### src/rtl/train_ctrl_pkg.sv
// Shared train-controller constants: timer FSM encodings, bus widths, timed state codes.
// Pure declarations; no logic.
package train_ctrl_pkg;

  localparam int TIME_W  = 19;
  localparam int STATE_W = 4;

  localparam logic [1:0] ST_IDLE = 2'd0;
  localparam logic [1:0] ST_RUN  = 2'd1;
  localparam logic [1:0] ST_DONE = 2'd2;

  // Controller states that carry a dwell time from Parameters
  localparam logic [STATE_W-1:0] CTRL_ST_TIMED_A = 4'b0011;
  localparam logic [STATE_W-1:0] CTRL_ST_TIMED_B = 4'b0100;
  localparam logic [STATE_W-1:0] CTRL_ST_TIMED_C = 4'b0101;

endpackage

### src/rtl/state_timer_ms_prescaler.sv
// Millisecond prescaler: counts clk cycles while enabled, strobes o_tick on terminal count.
// o_tick is combinational from the registered count; i_clr restarts the count synchronously.
module ms_prescaler #(
  parameter int CLK_PER_MS = 50000,
  parameter int PS_W       = (CLK_PER_MS > 1) ? $clog2(CLK_PER_MS) : 1
) (
  input  logic clk,
  input  logic rst,
  input  logic i_clr,
  input  logic i_en,
  output logic o_tick
);

  localparam logic [PS_W-1:0] TC = PS_W'(CLK_PER_MS - 1);

  logic [PS_W-1:0] r_cnt;
  logic            w_tc;

  assign w_tc   = (r_cnt == TC);
  assign o_tick = i_en && !i_clr && w_tc;

  always_ff @(posedge clk or posedge rst) begin
    if (rst) begin
      r_cnt <= '0;
    end else if (i_clr) begin
      r_cnt <= '0;
    end else if (i_en) begin
      if (w_tc) r_cnt <= '0;
      else      r_cnt <= r_cnt + PS_W'(1);
    end
  end

endmodule

### src/rtl/state_timer.sv
// Dwell timer: reloads on every present_state change, counts t ms down, pulses timeout once.
// timeout rises exactly t*CLK_PER_MS cycles after the load edge.
module state_timer
  import train_ctrl_pkg::*;
#(
  parameter int CLK_PER_MS = 50000,
  parameter int PS_W       = (CLK_PER_MS > 1) ? $clog2(CLK_PER_MS) : 1
) (
  input  logic               clk,
  input  logic               rst,
  input  logic [STATE_W-1:0] present_state,
  input  logic [TIME_W-1:0]  t,
  output logic               timeout,
  output logic               busy,
  output logic               expired,
  output logic [TIME_W-1:0]  remaining
);

  logic [1:0]         r_state;
  logic [STATE_W-1:0] r_prev;
  logic [TIME_W-1:0]  r_remaining;
  logic               r_timeout;
  logic               w_chg;
  logic               w_run;
  logic               w_tick;

  assign w_chg = (present_state != r_prev);
  assign w_run = (r_state == ST_RUN);

  ms_prescaler #(
    .CLK_PER_MS (CLK_PER_MS),
    .PS_W       (PS_W)
  ) u_ms_prescaler (
    .clk    (clk),
    .rst    (rst),
    .i_clr  (w_chg),
    .i_en   (w_run),
    .o_tick (w_tick)
  );

  always_ff @(posedge clk or posedge rst) begin
    if (rst) begin
      r_state     <= ST_IDLE;
      r_prev      <= '0;
      r_remaining <= '0;
      r_timeout   <= 1'b0;
    end else begin
      r_prev    <= present_state;
      r_timeout <= 1'b0;
      // A state change always reloads, even on the edge the old dwell would have expired
      if (w_chg) begin
        if (t != '0) begin
          r_remaining <= t;
          r_state     <= ST_RUN;
        end else begin
          r_remaining <= '0;
          r_state     <= ST_IDLE;
        end
      end else begin
        case (r_state)
          ST_RUN: begin
            if (w_tick) begin
              if (r_remaining == TIME_W'(1)) begin
                r_remaining <= '0;
                r_state     <= ST_DONE;
                r_timeout   <= 1'b1;
              end else if (r_remaining != '0) begin
                r_remaining <= r_remaining - TIME_W'(1);
              end
            end
          end
          ST_DONE: r_remaining <= '0;
          ST_IDLE: ;
          default: r_state <= ST_IDLE;
        endcase
      end
    end
  end

  assign timeout   = r_timeout;
  assign busy      = (r_state == ST_RUN);
  assign expired   = (r_state == ST_DONE);
  assign remaining = r_remaining;

endmodule
### config.mk
export PLATFORM = sky130hd
export DESIGN_NAME = state_timer
export DESIGN_NICKNAME = d
export VERILOG_FILES = /design/src/rtl/train_ctrl_pkg.sv /design/src/rtl/state_timer_ms_prescaler.sv /design/src/rtl/state_timer.sv
export SDC_FILE = /design/constraint.sdc
export NUM_CORES = 1
export LEC_CHECK = 0
export ABC_AREA = 1
export BUFFER_PORTS_ARGS = -buffer_cell sky130_fd_sc_hd__buf_2
export CAP_MARGIN = 15
export CORE_ASPECT_RATIO = 1.4
export CORE_MARGIN = 3
export CORE_UTILIZATION = 30
export CTS_CLUSTER_SIZE = 12
export DETAILED_ROUTE_END_ITERATION = 10
export GPL_TIMING_DRIVEN = 0
export PLACE_DENSITY = 0.52
export SLEW_MARGIN = 10
export SYNTH_ARGS = -nofsm -noshare
export SYNTH_HDL_FRONTEND = slang
export SYNTH_SLANG_ARGS = --single-unit
### constraint.sdc
create_clock -name clk -period 3.55 [get_ports clk]
set_input_delay 0.1775 -clock clk [delete_from_list [all_inputs] [get_ports clk]]
set_output_delay 0.1775 -clock clk [all_outputs]
set_load 0.02 [all_outputs]
After elaboration in Yosys (flattened, before gate mapping). Index checks and enable logic that the tools add are counted.

Mux-type cells: 18. Reductions and logical operators: 11. Multipliers: 0. Order comparisons: 0. Bitwise gates (word level): 0. Add/sub/neg operators: 2. Shift operators: 0. Equality and inequality tests: 9. Div/mod/pow operators: 0.

Operators with widths (number): $mux 19 (5); $mux 16 (3); $pmux 19 s2 (1); $reduce_bool 19->1 (2); $eq 19x1->1 const B (1); $sub 19x1->19 const B (1); $add 16x1->16 const B (1); $eq 16x16->1 const B (1); $mux 2 (3); $ne 3x2->1 const B (2); $reduce_and 3->1 (2); $mux 1 (5); $ne 4x3->1 const B (1); $ne 4x4->1 (1); $pmux 2 s2 (1); $reduce_bool 3->1 (1); $eq 2x1->1 const B (1); $eq 2x2->1 const B (1); $logic_and 1x1->1 (2); $logic_not 2->1 (1); $ne 2x1->1 const B (1); $reduce_bool 2->1 (1); $reduce_or 2->1 (1); $logic_not 1->1 (1).

Bits in writable memories: 0. Output and inout bits: 22. Word-level logic and storage cells: 45. Bits in read-only memories: 0. Bits in latches: 0. Bits in registers: 42. Memories: 0. Input port bits: 25.

Longest topological paths before layout.
Depth after elaboration: 7. Depth in mapped cells: 12. Depth with buffers taken out: 11.

Hierarchy. From an unflattened synthesis, not the netlist that was laid out.

Cells, all modules: 443. Area total of the unflattened synthesis: 2941.6 um^2.

By module, submodules not included: state_timer (area each 1929.4 um^2, cells an instance 299, times used 1, sequential area each 650.6 um^2); ms_prescaler (area each 1012.2 um^2, cells an instance 144, times used 1, sequential area each 400.4 um^2).

Worst setup path before layout. No wires, ideal clock.

Path type: flip-flop to flip-flop. From: reg r_remaining[0], in the netlist remaining[0]. To: reg r_remaining[6], in the netlist remaining[6]. Arrival: 1.640 ns. Required time: 3.433 ns. Period minus slack after synthesis: 1.757 ns. Stages on the path, launching flop included: 11. Library setup time: 0.117 ns. Path buffers: 1. Path slack: 1.793 ns. Cells stage by stage: dfrtp_1 inv_1 ha_1 nand2_1 nor2_1 nand4_1 nor2_4 nor2_8 buf_12 nand2_2 nand2_1.

Word-level cells in the longest chain between the ends: 6. Elaborated cells between the ends (all ways): 10. Classes of those cells: 1 x add/sub; 2 x eq/ne; 5 x mux; 2 x reduce/logical.

Ends and longest elaborated chain: from (decl) (line state_timer.sv:21) `logic [TIME_W-1:0] r_remaining;`; from (signal assigned) (line state_timer.sv:53) `r_remaining <= t;`; from (signal assigned) (line state_timer.sv:68) `r_remaining <= r_remaining - TIME_W'(1);`; $sub 19x1->19 (line state_timer.sv:68); $mux 19 (line state_timer.sv:67) `end else if (r_remaining != '0) begin`; $mux 19 (line state_timer.sv:63) `if (r_remaining == TIME_W'(1)) begin`; $mux 19 (line state_timer.sv:62) `if (w_tick) begin`; $pmux 19 s2 (line state_timer.sv:60) `case (r_state)`; $mux 19 (line state_timer.sv:51) `if (w_chg) begin`.

Parallel ways exist; a longest one is shown, timed or not. The select of a mux whose other input is x is not followed. A chain may end at the register's enable or synchronous reset.

Final worst setup path.
From: reg r_remaining[0], in the netlist remaining[0]. To: reg r_remaining[12], in the netlist remaining[12].

The elaborated chain is that of the path after synthesis.

==> summary.md <==
| Metric | Value |
|---|---|
| First-pass GRT wire length | 14200 µm |
| EDFF count, synth | 0 |
| Initial core utilization | 0.313 |
| Post-synth net total | 469 |
| Final setup vio count | 0 |
| Initial antenna violation count | 0 |
| Max Freq | 518 MHz |
| Hold violation count in the final report | 0 |
| TritonCTS Sinks | 42 |
| Rel. slew slack | 0.658 |
| Iteration-0 DRC Markers | 122 |
| Wire length per cell | 13.4 µm |
| Seq/Total Area, Yosys | 0.347 |
| Pins Over Slew Limit | 0 |
| Post-layout min period | 1.93 ns |
| Crit start category | register |
| Drc violations | 0 |
| Post-place setup slack | 1.64 ns |
| Clock Latency Late Sink | 0.29 ns |
| Lkg Pwr | 1.76 nW |
| Largest net degree at the start of global routing | 27 |
| # Post-CTS Setup Buffers | 0 |
| CTS tree | done |
| Number of buffers created by CTS | 5 |
| Number of max-cap violations | 0 |
| Slowest cell on crit path | dfrtp_1 |
| Worst Skew | 0.00523 ns |
| Vias/cell | 4.60 |
| DP Wirelength | 6530 µm |
| IO buf count | 46 |
| Die X | 90.9 µm |
| TritonRoute pass-1 iters | 6 |
| Post-Syn Instances | 438 |
| Highest-count cells in the layout ignoring fill and taps | nand2_1, buf_2, inv_1 |
| Die height | 125 µm |
| Hold WC Path Type | in -> reg |
| Synth warn | 0 |
| FILL cells | 1079 |
| Top delay family on crit path | simple AND/OR/NAND/NOR gates |
| Vias in the first global route | 2942 |
| Avg Inst Size Synth | 6.91 µm² |
| Outcome | finished, final reports clean |
| Final std cells w/o fill | 626 |
| Post-CTS Resized | 0 |
| Longest Clk Path Bufs | 2 |
| Site Rows | 42 |
| Buf/Inv on CP | 2 |
| Ys flop type | dfrtp_1 |
| Critical Path AT | 2.15 ns |
| Hold buffer count at cts | 1 |
| Grt total ovfl | 0 |
| Mapped cell area | 3030 µm² |
| Max VDD drop | 0.199 mV |
| Slew @ Worst Pin | 0.513 ns |
| RSZ-0062 raised after global routing | false |
| Yosys cell types | 38 |
| Root Driver | clkbuf_16 |
| Critical path peak fanout | 10 |
| Area delta synth->final | 19.6% |
| Final #Nets | 524 |
| Routed vias | 2878 |
| Detailed Route WL | 8370 µm |
| GRT Total Usage | 0.153 |
| Layout cell share with drive strength beyond 1 | 0.215 |
| Commonest non-fill, non-tap cell in the layout | nand2_1 |
| CP Cell Sequence | inv_1 > ha_1 > nand2_1 > nor2_1 > nand2_1 > nor2_1 > nand3_2 > nand3_4 > buf_6 > nand2_1 > nand2_1 |
| Final WS setup | 1.62 ns |
| Placer congestion estimate | 0.866 |
| Cell mode on critical path | nand2_1 |
| Detail Route Antenna Nets | 0 |
| CP peak stage delay | 0.42 ns |
| Required time of the worst setup path | 3.77 ns |
| Setup crit end kind | register |
| Io pins | 47 |
| Ys async rst share | 1.00 |
| Placed cells | 617 |
| Tcrit/Tclk final | 0.543 |
| Clk pin slew, worst setup/hold paths | 0.06 ns |
| Htree depth | 2 |
| Setup TNS | 0 ns |
| Kind of critical path | reg -> reg |
| Die Area | 11300 µm² |
| Core Region | 9670 µm² |
| N_diodes | 0 |
| PwrDens | 387 nW/µm² |
| #FFs+latches synth | 42 |
-- worst reg2reg max path, delay by kind of cell, from the launching register on --
kind | cells | cell delay (ns)
fa+ha+maj | 1 | 0.21
buf+inv | 2 | 0.26
flops | 1 | 0.42
simple gates | 8 | 0.97
-- sequential cells by signal (all words and copies together) (netlist names) --
signal / flops
u_ms_prescaler.r_cnt: 16
r_prev: 4
r_state: 2
remaining: 19
timeout: 1
-- power breakdown --
part | internal [W] | leakage [nW] | switching, W | total (W)
logic | 0.000111 | 1.15 | 0.000207 | 0.000318
clock network | 0.000319 | 0.0832 | 0.000193 | 0.000512
registers | 0.000514 | 0.533 | 0.0000569 | 0.000571
total | 0.000944 | 1.76 | 0.000457 | 0.00140
-- kinds of logic (layout without fill, tap and decap cells) --
kind of cell / Yosys count / in the layout / share of synthesized area
compound gates: 32 / 32 / 0.0583
xor+xnor: 11 / 11 / 0.0318
fa+ha+maj: 6 / 6 / 0.0248
buf+inv: 58 / 114 / 0.0839
flops: 42 / 42 / 0.347
simple gates: 289 / 289 / 0.454
-- routing by layer --
metal / routed length (µm) / up-vias / track usage / part of all wire
li1: - / 1506 / - / -
met4: 95 / 0 / 0.0373 / 0.011
met5: 0 / - / 0 / 0
met1: 3420 / 1318 / 0.173 / 0.41
met2: 4620 / 48 / 0.298 / 0.55
met3: 223 / 6 / 0.0205 / 0.027
-- path summary, 6_finish.rpt --
| path | startpoint | end | slack [ns] | cells past startpoint |
|---|---|---|---|---|
| setup / recovery | remaining[0] | remaining[12] | 1.62 | 11 |
| hold / removal | present_state[0] | r_prev[0] | 0.02 | 1 |
| setup reg to reg | remaining[0] | remaining[12] | 1.62 | 11 |
| hold reg to reg | r_state[0] | r_state[0] | 0.52 | 2 |
| max in group asynchronous | rst | r_state[1] | 2.63 | 4 |
| min in group asynchronous | rst | remaining[17] | 0.43 | 3 |
-- stage by stage --
stage | cell area (µm²) | power (W) | utilization | hold slack [ns]
2_1_floorplan | 3030 | 0.000785 | - | 0.209
3_3_place_gp | 3420 | 0.000894 | 0.354 | 0.314
3_5_place_dp | 3440 | 0.000900 | 0.356 | 0.199
4_1_cts | 3620 | 0.00142 | 0.374 | 0.0162
5_1_grt | 3620 | 0.00148 | 0.374 | 0.0204
6_report | 3620 | 0.00140 | 0.374 | 0.0219
-- cell usage after synthesis, types with 2 or more instances --
master / n / area [µm²]
buf_6: 2 / 22.5
clkbuf_1: 2 / 7.51
dfrtp_1: 42 / 1050
ha_1: 6 / 75.1
inv_1: 47 / 176
inv_2: 3 / 11.3
nand2_1: 161 / 604
nand2_2: 13 / 81.3
nand3_1: 24 / 120
nand3_2: 2 / 20.0
nand3_4: 2 / 35.0
nand4_1: 18 / 113
nor2_1: 30 / 113
nor2_2: 12 / 75.1
nor2_4: 5 / 56.3
nor3_1: 6 / 30.0
nor4_1: 6 / 37.5
o21ai_0: 20 / 100
o21ai_1: 2 / 10.0
o22ai_1: 6 / 37.5
or2_2: 3 / 18.8
xnor2_1: 3 / 26.3
xor2_1: 8 / 70.1
-- cell type report --
| cell class | count | area (µm²) | area share |
|---|---|---|---|
| multi-input combinational | 338 | 1720 | 0.476 |
| sequential | 42 | 1050 | 0.290 |
| timing repair buffer | 48 | 260 | 0.0719 |
| inverter | 51 | 191 | 0.0529 |
| clock buffer | 8 | 166 | 0.0460 |
| tap | 132 | 165 | 0.0456 |
| buffer | 7 | 62.6 | 0.0173 |
(Power assumes the default switching activity.)
